`src/rtl/regfile_wb_arbiter.sv`:
```
// Round-robin arbiter sharing the register-file write port between the ALU
// (req0) and load (req1) writeback paths, with a registered write stage.
module regfile_wb_arbiter #(
  parameter int ADDR_W = 5,
  parameter int DATA_W = 32,
  parameter int CNT_W  = 16
) (
  input  logic              clk,
  input  logic              reset,
  input  logic              stall,
  input  logic              req0_valid,
  input  logic [ADDR_W-1:0] req0_addr,
  input  logic [DATA_W-1:0] req0_data,
  output logic              req0_ready,
  input  logic              req1_valid,
  input  logic [ADDR_W-1:0] req1_addr,
  input  logic [DATA_W-1:0] req1_data,
  output logic              req1_ready,
  output logic              wr_en,
  output logic [ADDR_W-1:0] wr_addr,
  output logic [DATA_W-1:0] wr_data,
  output logic [CNT_W-1:0]  conflict_cnt
);

  logic              last_grant_q, last_grant_d;
  logic              wr_en_q, wr_en_d;
  logic [ADDR_W-1:0] wr_addr_q, wr_addr_d;
  logic [DATA_W-1:0] wr_data_q, wr_data_d;
  logic [CNT_W-1:0]  cnt_q, cnt_d;

  logic              grant0, grant1, grant_any, contend;
  logic [ADDR_W-1:0] gnt_addr;
  logic [DATA_W-1:0] gnt_data;

  // last_grant_q=1 means req1 won last, so req0 has priority on contention.
  always_comb begin
    contend   = req0_valid && req1_valid;
    grant0    = !reset && !stall && req0_valid && (!req1_valid || last_grant_q);
    grant1    = !reset && !stall && req1_valid && (!req0_valid || !last_grant_q);
    grant_any = grant0 || grant1;
    gnt_addr  = grant1 ? req1_addr : req0_addr;
    gnt_data  = grant1 ? req1_data : req0_data;
  end

  assign req0_ready = grant0;
  assign req1_ready = grant1;

  always_comb begin
    last_grant_d = last_grant_q;
    wr_en_d      = wr_en_q;
    wr_addr_d    = wr_addr_q;
    wr_data_d    = wr_data_q;
    cnt_d        = cnt_q;
    if (!stall) begin
      wr_en_d = grant_any && (gnt_addr != '0);
      if (grant_any) begin
        last_grant_d = grant1;
        wr_addr_d    = gnt_addr;
        wr_data_d    = gnt_data;
      end
      if (contend && (cnt_q != '1)) begin
        cnt_d = cnt_q + 1'b1;
      end
    end
  end

  always_ff @(posedge clk or posedge reset) begin
    if (reset) begin
      last_grant_q <= 1'b1;
      wr_en_q      <= 1'b0;
      wr_addr_q    <= '0;
      wr_data_q    <= '0;
      cnt_q        <= '0;
    end else begin
      last_grant_q <= last_grant_d;
      wr_en_q      <= wr_en_d;
      wr_addr_q    <= wr_addr_d;
      wr_data_q    <= wr_data_d;
      cnt_q        <= cnt_d;
    end
  end

  assign wr_en        = wr_en_q;
  assign wr_addr      = wr_addr_q;
  assign wr_data      = wr_data_q;
  assign conflict_cnt = cnt_q;

endmodule
```
`config.mk`:
```
export PLATFORM = sky130hd
export DESIGN_NAME = regfile_wb_arbiter
export DESIGN_NICKNAME = d
export VERILOG_FILES = /design/src/rtl/regfile_wb_arbiter.sv
export SDC_FILE = /design/constraint.sdc
export NUM_CORES = 1
export LEC_CHECK = 0
export ABC_AREA = 1
export CORE_ASPECT_RATIO = 1.1
export CORE_MARGIN = 8
export CORE_UTILIZATION = 37
export CTS_CLUSTER_SIZE = 14
export DETAILED_ROUTE_END_ITERATION = 6
export PLACE_DENSITY_LB_ADDON = 0.1
export RECOVER_POWER = 50
export REMOVE_ABC_BUFFERS = 1
export SYNTH_ARGS = -nofsm -noshare
export SYNTH_HDL_FRONTEND = slang
export SYNTH_SLANG_ARGS = --single-unit
```
`constraint.sdc`:
```
create_clock -name clk -period 1.7 [get_ports clk]
set_clock_uncertainty 0.15 [all_clocks]
set_input_delay 0.34 -clock clk [delete_from_list [all_inputs] [get_ports clk]]
set_output_delay 0.34 -clock clk [all_outputs]
set_load 0.05 [all_outputs]
```
==> results of run 1 <==
[worst max path at each step]
stage	depth (start not counted)	start	endpoint
after floorplan	6	last_grant_q	wr_data[0]
after global placement	10	reset	wr_en
after detailed placement	7	reset	wr_data[26]
after CTS	5	last_grant_q	req0_ready
after global routing	5	last_grant_q	req0_ready
final	5	last_grant_q	req0_ready
[what timing repair did]
action	in CTS	in global routing
endpoints found under the setup margin	32	52
pin swaps	3	2
resized for setup	11	16
setup buffers	5	7
[flip-flops by register name (all words and copies together), names as in the netlist]
register and cells:
wr_en 1, last_grant_q 1, wr_data 32, wr_addr 5, conflict_cnt 16
[per-layer routing]
layer  up-vias  GRT usage
li1       1555          -
met1      1470      0.195
met2       112      0.324
met3        20     0.0834
met4         0     0.0952
met5         -          0
[where the power goes]
part	leakage (nW)	internal (mW)	switching, mW
Combinational	1.59	0.995	1.54
Clock	0.0513	0.433	0.421
Sequential	0.686	1.58	0.209
[layout make-up]
type / instances / area, sq um / share of cell area
Clock inverter: 1 / 30.0 / 0.00602
Inverter: 15 / 63.8 / 0.0128
Clock buffer: 6 / 72.6 / 0.0146
Timing Repair Buffer: 191 / 1990 / 0.400
Multi-Input combinational cell: 282 / 1340 / 0.268
Tap cell: 87 / 109 / 0.0218
Sequential cell: 55 / 1380 / 0.277
[critical path: cells and delay by family (launching register included)]
| kind | cells | cell delay [ns] |
|---|---|---|
| flops | 1 | 0.56 |
| buf+inv | 3 | 0.27 |
| simple gates | 2 | 0.14 |
[cells by family (layout without fill, tap and decap cells)]
group           after synthesis  count (layout)  share of synthesized area
simple gates                196             196                      0.286
flops                        55              55                      0.487
fa+ha+maj                     1               1                    0.00442
compound gates               75              75                      0.140
buf+inv                      31             213                     0.0517
xor+xnor                     10              10                     0.0309
[layout by cell type (no fill, tap or decap), types with 2 or more instances in the layout]
cell / instances
nand4_1: 6
xnor2_1: 6
inv_1: 9
nand3_1: 6
clkdlybuf4s50_1: 74
nand2_1: 117
buf_6: 4
xor2_1: 4
dlygate4sd2_1: 4
buf_12: 34
o21ai_0: 26
buf_4: 46
dfrtp_1: 53
inv_2: 3
o21ai_1: 42
clkbuf_2: 28
nor2_4: 3
nor2_1: 53
a31oi_1: 5
clkbuf_8: 5
nand2_2: 3
nor2_2: 2
==> out/qor.csv, run 1 <==
metric,value,unit
grt ovf,0,
CP Capture Type,output port,
Final Core Density,0.671,
Pins Over Slew Limit,0,
total chip power,5.18,mW
clk sink count,55,
RSZ-0062 raised after global routing,true,
drt first-iter violations,109,
pre-CTS WS,-0.401,ns
"non-filler cells, final",637,
Pwr per Cell Area,1040,mW/mm^2
Mapped Area,0.00283,sq mm
final hold viol count,0,
RD Place Congestion,0.897,
"reg-to-reg slack, setup",0.02,ns
Mapped Cells,368,
Rel. slew slack,0.531,
DR pass1 iterations,4,
post-cts hold buffer count,0,
Main synth FF type,dfrtp_1,
highest cell delay on the worst timing path,0.56,ns
worst setup path category,flop to output port,
failing checks,negative setup slack,
hold_ws,0.155,ns
filler instances,616,
Post-synth top cells,"119 x nand2_1, 54 x dfrtp_1, 53 x nor2_1, 42 x o21ai_1, 26 x o21ai_0",
Worst-Skew Late Latency,0.31,ns
Synth cell types,28,
reg2reg end,wr_addr[4],
Yosys reg bits,55,
final setup TNS,-0.108,ns
"Reg clk slew, reported paths",0.09,ns
"IR drop worst, VDD",607,uV
P&R area growth vs syn,76.2,%
Core ar.,0.00743,sq mm
Die X,99.4,microns
Max Used Layer,met4,
row count,33,
via count,3157,
remaining antenna violation count,0,
max-cap violations,0,
FF-to-FF path depth,8,
die extent in y,108,microns
CP Launch Type,flop,
layout cells sized above 1,0.253,
CTS Buf Count,5,
Hold Path Class,input port to async pin,
Max Root-Sink Buffers,2,
die area,0.0107,sq mm
Ports,135,
crit path max fanout,2,
Starting Density,0.381,
M1 WL,3730,microns
worst r2r src,last_grant_q,
top-count cell post-synth,nand2_1,
fin area,0.00499,sq mm
Worst path slowest cell,dfstp_2,
"Req. time, crit path",1.21,ns
crit path cell chain,inv_2 -> nand2_2 -> nand3_2 -> inv_2 -> buf_12,
synthesized area per cell,7.69,sq um
Most Frequent Cell on Critical Path,inv_2,
vias in the first global route,3342,
DRC Markers,0,
fraction of registers with async set/reset,1.00,
"EDFF count, synth",0,
HPWL Detailed,7910,microns
final wirelength,10200,microns
htree depth,2,
largest net degree at the start of global routing,33,
first-pass GRT wire length,16100,microns
Synth area leaders,"dfrtp_1 48%, nand2_1 16%, o21ai_1 7.4%",
CTS tree,built,
outcome,"finished, violations left",
placed cell count,618,
Setup Viol. Count Final,2,
"Seq/Total Area, Yosys",0.487,
IO Port Bufs,134,
worst setup margin,-0.0682,ns
worst-margin pin slew,0.704,ns
drt wl/cell,16.0,microns
area share of the largest cell type after synthesis,0.477,
leakage,2.32,nW
crit path time final,1.77,ns
"Cell Area, Placed",0.00513,sq mm
routed wl met3,894,microns
Ys Warns,0,
Final period util,1.04,
clk root buf,clkbuf_8,
max frequency,566,MHz
Layout Nets,630,
crit path DAT,1.28,ns
met2 routed WL,5210,microns
initial antenna violation count,0,
Ant. Diodes,0,
GRT Util Overall,0.190,
Synth area leader,dfrtp_1,
Vias/cell,4.96,
Power figures use the tool's default switching activity.
==> inputs of run 2 (changes only) <==
--- a/config.mk
+++ b/config.mk
@@ -11,6 +11,7 @@
 export CORE_UTILIZATION = 37
 export CTS_CLUSTER_SIZE = 14
 export DETAILED_ROUTE_END_ITERATION = 6
+export GPL_TIMING_DRIVEN = 0
 export PLACE_DENSITY_LB_ADDON = 0.1
 export RECOVER_POWER = 50
 export REMOVE_ABC_BUFFERS = 1
==> out/qor.csv, run 2 (same netlist as run 1, synthesis figures left out) <==
metric,value,unit
Ports,135,
placed cell count,574,
DR pass1 iterations,4,
Die X,99.4,microns
largest net degree at the start of global routing,46,
Max Root-Sink Buffers,2,
CP Launch Type,flop,
"most common cell after layout, fill and taps aside",nand2_1,
crit path max fanout,5,
clk root buf,clkbuf_8,
RSZ-0062 raised after global routing,true,
row count,33,
"non-filler cells, final",612,
leakage,2.06,nW
"Reg clk slew, reported paths",0.10,ns
max-cap violations,0,
Pins Over Slew Limit,0,
Worst path slowest cell,dfstp_2,
first-pass GRT wire length,16000,microns
Rel. slew slack,0.667,
htree depth,2,
"delay-heaviest family, CP",flip-flops,
via count,3092,
grt ovf,0,
die extent in y,108,microns
WP buf/inv,2,
clk sink count,55,
CP Capture Type,output port,
Ant. Diodes,0,
"Req. time, crit path",1.21,ns
layout cells sized above 1,0.236,
die area,0.0107,sq mm
drt wl/cell,17.2,microns
CTS tree,built,
total chip power,4.70,mW
worst setup path category,flop to output port,
"IR drop worst, VDD",614,uV
failing checks,negative setup slack,
Starting Density,0.381,
Core ar.,0.00743,sq mm
Setup Viol. Count Final,2,
P&R area growth vs syn,61.8,%
initial antenna violation count,0,
crit path time final,1.82,ns
vias in the first global route,3167,
drt first-iter violations,74,
worst-margin pin slew,0.499,ns
Final period util,1.07,
"reg-to-reg slack, setup",0.05,ns
crit path cell chain,nand2_4 -> nand3_4 -> inv_12 -> buf_12,
highest cell delay on the worst timing path,0.58,ns
final hold viol count,0,
"commonest cells after routing, fill and taps aside","115 x nand2_1, 74 x clkdlybuf4s50_1, 52 x nor2_1, 48 x dfrtp_1, 45 x o21ai_1",
RD Place Congestion,0.815,
max frequency,551,MHz
IO Port Bufs,134,
crit path DAT,1.33,ns
Hold Path Class,input port to async pin,
outcome,"finished, violations left",
CTS Buf Count,5,
filler instances,682,
Layout Nets,604,
post-cts hold buffer count,0,
remaining antenna violation count,0,
Vias/cell,5.05,
max reg flops,32,
Worst-Skew Late Latency,0.31,ns
worst setup margin,-0.117,ns
GRT Util Overall,0.188,
final wirelength,10500,microns
HPWL Detailed,6530,microns
Pwr per Cell Area,1030,mW/mm^2
DRC Markers,0,
## run 2: worst reg2reg max path, cell delays in order, from the launching register on
cell and delay, ns:
dfstp_2 0.58, inv_2 0.05, nand2_2 0.06, nand3_2 0.08
buf_4 0.21, nand2_8 0.17, clkinv_16 0.10, nand2_1 0.06
o21ai_0 0.08
## run 2: area by class of cell
type / count / area, sq um / share of cell area
multi-input cells: 287 / 1440 / 0.315
well taps: 87 / 109 / 0.0238
clock inverters: 2 / 12.5 / 0.00273
inverters: 15 / 95.1 / 0.0208
repair buffers: 158 / 1440 / 0.315
repair inverters: 2 / 20.0 / 0.00437
clock buffers: 6 / 72.6 / 0.0158
flip-flops and latches: 55 / 1390 / 0.302
## run 2: repair_timing
| action | 4_1_cts | 5_1_grt |
|---|---|---|
| buffers inserted | 14 | 9 |
| gates cloned | 3 | 4 |
| setup endpoints to repair | 110 | 88 |
| pin swaps | 5 | 7 |
| gates resized for setup | 178 | 59 |
## run 2: path summary, 6_finish.rpt
kind,from,end,cells after the start
max in group asynchronous,reset,conflict_cnt[5],3
worst min-delay path,reset,wr_en,2
worst min register to register,wr_data[0],wr_data[0],2
worst max register to register,last_grant_q,wr_data[26],8
worst max-delay path,last_grant_q,req1_ready,4
min in group clk,stall,wr_en,4
## run 2: stage by stage
stage | cell area (sq um) | setup TNS (ns) | worst slack [ns] | util | hold slack [ns]
floorplan | 2740 | -27.44 | -0.462 | - | 0.333
global placement | 4190 | -155.59 | -2.27 | 0.564 | 0.319
detailed placement | 4210 | -81.57 | -2.25 | 0.566 | 0.326
CTS | 4570 | -0.216 | -0.116 | 0.614 | 0.108
global route | 4580 | -0.337 | -0.159 | 0.616 | 0.0867
finish | 4580 | -0.210 | -0.117 | 0.616 | 0.0480
## run 2: power by group
group	leakage [nW]	total [mW]	switching [mW]	internal (mW)
clock	0.0412	0.736	0.446	0.290
combinational	1.34	2.18	1.52	0.666
sequential	0.678	1.78	0.195	1.58
## run 2: metal layers
| layer | wire [microns] | GRT usage |
|---|---|---|
| met1 | 4020 | 0.198 |
| met2 | 5450 | 0.337 |
| met3 | 901 | 0.0809 |
| met4 | 170 | 0.0476 |
| met5 | 0 | 0 |
==> inputs of run 3 (changes only) <==
--- a/config.mk
+++ b/config.mk
@@ -6,10 +6,13 @@
 export NUM_CORES = 1
 export LEC_CHECK = 0
 export ABC_AREA = 1
+export CAP_MARGIN = 20
+export CELL_PAD_IN_SITES_DETAIL_PLACEMENT = 1
+export CELL_PAD_IN_SITES_GLOBAL_PLACEMENT = 2
 export CORE_ASPECT_RATIO = 1.1
 export CORE_MARGIN = 8
-export CORE_UTILIZATION = 37
-export CTS_CLUSTER_SIZE = 14
+export CORE_UTILIZATION = 19
+export CTS_CLUSTER_SIZE = 10
 export DETAILED_ROUTE_END_ITERATION = 6
 export GPL_TIMING_DRIVEN = 0
 export PLACE_DENSITY_LB_ADDON = 0.1
==> out/qor.csv, run 3 (same netlist as run 1, synthesis figures left out) <==
metric,value,unit
first-pass GRT wire length,19900,microns
worst-margin pin slew,0.556,ns
die extent in y,144,microns
leakage,2.14,nW
FF-to-FF path depth,8,
"IR drop worst, VDD",421,uV
HPWL Detailed,8340,microns
Vias/cell,4.28,
clk root buf,clkbuf_16,
final wirelength,13600,microns
crit path max fanout,2,
worst setup path category,flop to output port,
Pins Over Slew Limit,0,
via count,3115,
Worst-Skew Late Latency,0.31,ns
drt first-iter violations,108,
Worst path slowest cell,dfstp_2,
crit path cell chain,inv_2 -> nand2_2 -> nand3_4 -> inv_4 -> buf_8,
Die X,132,microns
Ant. Diodes,0,
initial antenna violation count,1,
max reg flops,32,
reg2reg end,wr_data[26],
vias in the first global route,3369,
CP Capture Type,output port,
remaining antenna violation count,0,
"Reg clk slew, reported paths",0.08,ns
htree depth,2,
"most common cell after layout, fill and taps aside",nand2_1,
total chip power,5.25,mW
grt ovf,0,
Hold Path Class,input port to async pin,
RD Place Congestion,0.686,
final hold viol count,0,
Max Root-Sink Buffers,2,
Pwr per Cell Area,1060,mW/mm^2
GRT Util Overall,0.136,
drt wl/cell,18.7,microns
Layout Nets,611,
crit path time final,1.79,ns
hold_ws,0.126,ns
highest cell delay on the worst timing path,0.58,ns
Rel. slew slack,0.629,
row count,47,
clk sink count,55,
"Req. time, crit path",1.21,ns
RSZ-0062 raised after global routing,true,
final setup TNS,-0.269,ns
outcome,"finished, violations left",
worst r2r src,last_grant_q,
Final period util,1.05,
crit path DAT,1.30,ns
DR pass1 iterations,4,
failing checks,negative setup slack,
largest net degree at the start of global routing,46,
Setup Viol. Count Final,8,
die area,0.0191,sq mm
CP Launch Type,flop,
"commonest cells after routing, fill and taps aside","114 x nand2_1, 74 x clkdlybuf4s50_1, 52 x nor2_1, 45 x o21ai_1, 44 x dfrtp_1",
CTS tree,built,
CTS Buf Count,5,
worst setup margin,-0.0887,ns
max-cap violations,0,
Core ar.,0.0148,sq mm
"reg-to-reg slack, setup",-0.02,ns
P&R area growth vs syn,75.4,%
Starting Density,0.191,
Ports,135,
pre-CTS WS,-2.58,ns
DRC Markers,0,
IO Port Bufs,134,
layout cells sized above 1,0.258,
max frequency,559,MHz
## run 3: cell types whose count changed in the layout (fill, tap and decap cells not counted), sizes merged
cell and delta:
buf +5, clkdlybuf4s15 +5, clkdlybuf4s18 +1, inv -1, clkinv +3, clkdlybuf4s25 +1, nand2 +1, clkbuf -8
## run 3: worst max-delay path, delay by kind of cell, from the launching register on
family	cells	cell delay (ns)
AND/OR/NAND/NOR	2	0.15
flip-flops	1	0.58
buffers and inverters	3	0.26
## run 3: per-stage QoR
stage,std cells,instance area [sq um],utilization
2_1_floorplan,352,2740,-
3_3_place_gp,682,4330,0.292
3_5_place_dp,684,4370,0.295
4_1_cts,711,4850,0.327
5_1_grt,728,4960,0.335
6_report,728,4960,0.335
## run 3: worst max path at each step
stage	from	to	slack, ns
finish	last_grant_q	req0_ready	-0.09
global route	last_grant_q	req0_ready	-0.15
CTS	last_grant_q	wr_data[21]	-0.10
detailed placement	stall	req1_ready	-2.58
global placement	stall	req1_ready	-2.64
floorplan	last_grant_q	wr_data[0]	-0.46
## run 3: repair_timing
item,in CTS,in global routing
cloned,3,6
setup endpoints to repair,111,85
resized for setup,195,54
hold buffers,0,0
pin swaps,5,9
buffers inserted,16,11
## run 3: area by class of cell
class	instances	area, sq um
inverters	15	97.6
multi-input cells	288	1470
fillers	1774	9850
repair buffers	163	1570
repair inverters	3	41.3
clock buffers	5	125
clock inverters	3	25.0
flip-flops and latches	55	1390
well taps	196	245
## run 3: power breakdown
| group | internal (mW) | switching (mW) | total (mW) |
|---|---|---|---|
| combinational | 0.747 | 1.58 | 2.33 |
| sequential | 1.59 | 0.200 | 1.79 |
| clock | 0.555 | 0.577 | 1.13 |
## run 3: routing by layer
metal	routed length, microns	vias up	global-route usage
li1	-	1529	-
met1	5500	1490	0.150
met2	6760	87	0.232
met3	1240	7	0.0695
met4	100	2	0.0269
met5	10	-	0
==> edit 1 (flow settings as in run 1) <==
Take the reset off `wr_data_q` and load it in a clocked block of its own.
--- a/src/rtl/regfile_wb_arbiter.sv
+++ b/src/rtl/regfile_wb_arbiter.sv
@@ -69,15 +69,17 @@
       last_grant_q <= 1'b1;
       wr_en_q      <= 1'b0;
       wr_addr_q    <= '0;
-      wr_data_q    <= '0;
       cnt_q        <= '0;
     end else begin
       last_grant_q <= last_grant_d;
       wr_en_q      <= wr_en_d;
       wr_addr_q    <= wr_addr_d;
-      wr_data_q    <= wr_data_d;
       cnt_q        <= cnt_d;
     end
+  end
+
+  always_ff @(posedge clk) begin
+    wr_data_q <= wr_data_d;
   end
 
   assign wr_en        = wr_en_q;
Behaviour: differs if reset is asserted again (counterexample within 4 cycles, from zero or initial values and one cycle with reset high); with reset held inactive, the same outputs for 10 cycles.
==> edit 1 against run 1 <==
  * Setup slack gained 20 ps
  * Sequential power is 9% lower
  * Global-route usage down 2.6 points
  * Sequential cell count stayed put
  * The flow still finishes with violations (setup timing)
  * Final area is 5.7% lower
  * First-iteration DRC count decreased by 28%
  * Count of clock-buffer cells in the layout shrank 1
  * Synthesized area shrank 0.31%
  * Synthesized cell count shrank 6.0%
  * Highest routed layer unchanged
  * Largest power group is now registers
  * Power is 25% lower
  * Routed wire length is 17% lower
  * Hold slack improved by 190 ps
==> edit 1: results (changes against run 1) <==
Outcome
  • Outcome: complete, but fails checks
  • Failing checks: setup timing

Final layout
  • Number of flip-flops in the largest register: 32 (unchanged)
  • Diodes inserted: 0 (unchanged)
  • Share of layout cells above drive strength 1: 24.2% (-1.1 points)
  • Final #Nets: 596 (-5.4%)

Clock tree
  • Clk_lat worst skew: approximately 300 ps
  • Clk Tree Root Cell: clkbuf_8
  • TritonCTS Buffers: 5 (unchanged)
  • Clk buf depth: 2 (unchanged)
  • Clock transition at path regs: approximately 100 ps
  • H-Tree Depth: 2 (unchanged)

Place
  • GPL Wtd Cong: 0.870 (-3.0%)
  • Pre-CTS setup slack: -456 ps (-55.3 ps)
  • Post-DP HPWL: 6980 µm (-12%)
  • IO Port Bufs: 134 (unchanged)

STA
  • Worst setup margin: -47.9 ps (+20.3 ps)
  • Final setup violation count: 2 (unchanged)
  • Least-Margin Pin Slew: 1270 ps (+571 ps)

Synth
  • Synth async-reset ratio: 41.8% (-58 points)
  • Synth top cells by count: 196 x nand2_1, 32 x edfxtp_1, 22 x dfrtp_1, 22 x inv_1, 15 x nor2_1
  • Adder-cell area share of the yosys netlist: 0.443% (+0.0014 points)
  • Multiplexer share of the synthesized area: 0% (unchanged)
  • Post-synthesis sequential area ratio: 54.5% (+5.8 points)
  • Top post-synthesis cells by area: edfxtp_1 34%, nand2_1 26%, dfrtp_1 20%
  • Synth warn: 0 (unchanged)
  • Synth cell types: 24 (-14%)
  • Post-synth EDFFs: 32 (+32)
  • Compound-Gate Fraction of Synth Area: 2.26% (-12 points)
  • Synth Area in XOR/XNOR: 2.17% (-0.92 points)

Global routing
  • Vias in the first global route: 2971 (-11%)
  • Global-route wire length before repair: 13900 µm (-14%)
  • Initial antenna violation count: 0 (unchanged)
  • Largest net degree at the start of global routing: 33 (unchanged)
  • GRT Util Overall: 16.4% (-2.6 points)

Critical path
  • Worst setup path class: reg2out
  • Arr. time, crit path: 1260 ps (-20 ps)
  • Worst-path fanout max: 2 (unchanged)
  • R2R Path Start: last_grant_q

Worst hold path
  • Origin of the worst min-delay path: wr_addr[4]
  • Type of the tightest min-delay check: reg2reg

Pwr
  • P_leak: 2.23 nW (-4.1%)
  • Peak supply drop: 0.000370 V (-39%)

Routing
  • DRT iter0 DRCs: 78 (-28%)
  • First-pass iteration count of the detailed router: 4 (unchanged)
  • Vias/cell: 4.62 (-6.7%)
  • Routed WL: 8480 µm (-17%)
## edit 1: metal layers
metal / track usage [%] / vias to the layer above / wire (µm)
li1: - / 1423 / -
met1: 15.5 / 1279 / 2960
met2: 30.0 / 86 / 4510
met3: 9.31 / 4 / 929
met4: 3.90 / 0 / 76
met5: 0 / - / 0
## edit 1: final cells by class
class                      instances  area (µm²)
clock inverter                     3        47.5
tap                               87         109
timing repair buffer             173        1670
clock buffer                       5        68.8
sequential                        55        1540
multi-input combinational        256        1160
fill                             647        2730
inverter                          25        98.8
## edit 1: stage by stage
step	instances	TNS, ps	util (%)	area (µm²)
after detailed placement	591	-32790	68.3	5080
after floorplan	336	-72570	-	2760
final	604	-60.8	63.2	4700
after global placement	591	-25600	68.3	5080
after CTS	602	-83.1	70.5	5240
after global routing	604	-2470	63.2	4700
## edit 1: final timing paths
kind	slack [ps]	endpoint	cells past startpoint
max	-50	req0_ready	5
min	350	wr_addr[4]	2
max reg2reg	110	wr_en	9
min reg2reg	350	wr_addr[4]	2
max in group asynchronous	170	conflict_cnt[13]	3
min in group asynchronous	480	wr_en	3
## edit 1: cell families after synthesis
family | Yosys count
AOI/OAI and AO/OA | 10
and+or+nand+nor | 238
adders and majority gates | 1
DFF | 55
buffers and inverters | 35
xor gates and xnor gates | 7
## edit 1: report_power, final
part	switching (mW)	leakage [nW]	total (mW)	internal, mW
clock	0.446	0.0587	0.894	0.447
combinational	0.800	1.57	1.37	0.574
sequential	0.0743	0.601	1.63	1.56
## edit 1: worst max-delay path: stages, from the launching register on
cell     delay (ps)
dfstp_2         560
inv_2            40
nand2_2          50
nand3_2          80
inv_2            90
buf_12          140
## edit 1: what timing repair did
action,CTS,global route
setup buffers,3,3
setup endpoints to repair,70,37
pin swaps,2,1
gates resized for setup,13,6
==> edit 2 (config.mk and constraints of run 1) <==
Without the edit above. `ADDR_W`: 5 -> 6.
--- a/src/rtl/regfile_wb_arbiter.sv
+++ b/src/rtl/regfile_wb_arbiter.sv
@@ -1,7 +1,7 @@
 // Round-robin arbiter sharing the register-file write port between the ALU
 // (req0) and load (req1) writeback paths, with a registered write stage.
 module regfile_wb_arbiter #(
-  parameter int ADDR_W = 5,
+  parameter int ADDR_W = 6,
   parameter int DATA_W = 32,
   parameter int CNT_W  = 16
 ) (
Ports: changed (resized req0_addr, req1_addr and wr_addr); port bits go from 135 to 138. The function was not compared with the original's and may differ.
==> edit 2 against run 1 <==
  * The flow still finishes with violations (setup timing)
  * Routed wire length up 8.0%
  * Register-to-register slack worse by 130 ps
  * Synthesized area up 2.7%
  * Setup slack worse by 52 ps
  * Power up 9.8%
  * Utilization up 4.2 points
  * Final area up 11%
  * Sequential share of layout area down 2.4 points
  * Non-clock buffer count up 12
  * Global-route usage up 0.20 points
  * Synthesized cell count down 0.82%
  * Sequential cell count up 1
  * Die area up 2.3%
  * Largest cell class unchanged
  * Largest power group unchanged
==> edit 2: results (changes against run 1) <==
Pwr
  • Switching share of power: 41.0% (-0.85 points)
  • Part of the power in the clock network: 13.6% (-2.9 points)
  • Peak supply drop: 0.000716 V (+18%)

Synth
  • Top post-synthesis cells by area: dfrtp_1 47%, nand2_1 14%, nor2_1 7.0%
  • Post-synthesis sequential area ratio: 48.3% (-0.42 points)
  • Synth top cells by count: 107 x nand2_1, 55 x dfrtp_1, 54 x nor2_1, 39 x o21ai_0, 27 x o21ai_1
  • Synth cell types: 29 (+3.6%)

Global routing
  • GR Util met3: 7.09% (-1.3 points)
  • Global-route wire length before repair: 16700 µm (+3.7%)
  • Met1 usage: 19.6% (+0.090 points)
  • Vias in the first global route: 3474 (+3.9%)

STA
  • Min Hold Slack: 257 ps (+102 ps)
  • Worst setup margin: -121 ps (-52.4 ps)
  • Final setup violation count: 40 (+38)

Outcome
  • Outcome: complete, but fails checks
  • Failing checks: setup timing

Critical path
  • R2r setup slk: -110 ps (-130 ps)
  • Arr. time, crit path: 1330 ps (+50 ps)
  • Worst R2R End: wr_data[18]

Place
  • IO Port Bufs: 137 (+2.2%)
  • Pre-CTS setup slack: -360 ps (+40.9 ps)
  • GPL Wtd Cong: 0.881 (-1.7%)

Routing
  • Vias/cell: 4.84 (-2.4%)

Final layout
  • Share of layout cells above drive strength 1: 28.1% (+2.8 points)
  • Final #Nets: 640 (+1.6%)
-- edit 2: routing by layer --
| layer | share of wire (%) | wire, µm |
|---|---|---|
| met5 | 0 | 0 |
| met4 | 2.1 | 227 |
| met3 | 7.2 | 793 |
| met2 | 55 | 6010 |
| met1 | 36 | 3960 |
-- edit 2: area by class of cell --
type / instances / area (µm²)
flip-flops and latches: 56 / 1400
fillers: 603 / 2230
clock inverters: 2 / 15.0
clock buffers: 6 / 82.6
repair buffers: 203 / 2470
inverters: 14 / 65.1
well taps: 108 / 135
multi-input cells: 278 / 1380
-- edit 2: logic make-up after synthesis --
logic type	synth area share, %
buf+inv	6.20
fa+ha+maj	0.430
flops	48.3
xor+xnor	3.62
simple gates	28.0
compound gates	13.5
-- edit 2: per-stage QoR --
stage               instances  utilization (%)
finish                    667             71.3
detailed placement        645             68.2
global placement          645             68.2
global route              667             71.3
floorplan                 348                -
CTS                       659             70.6
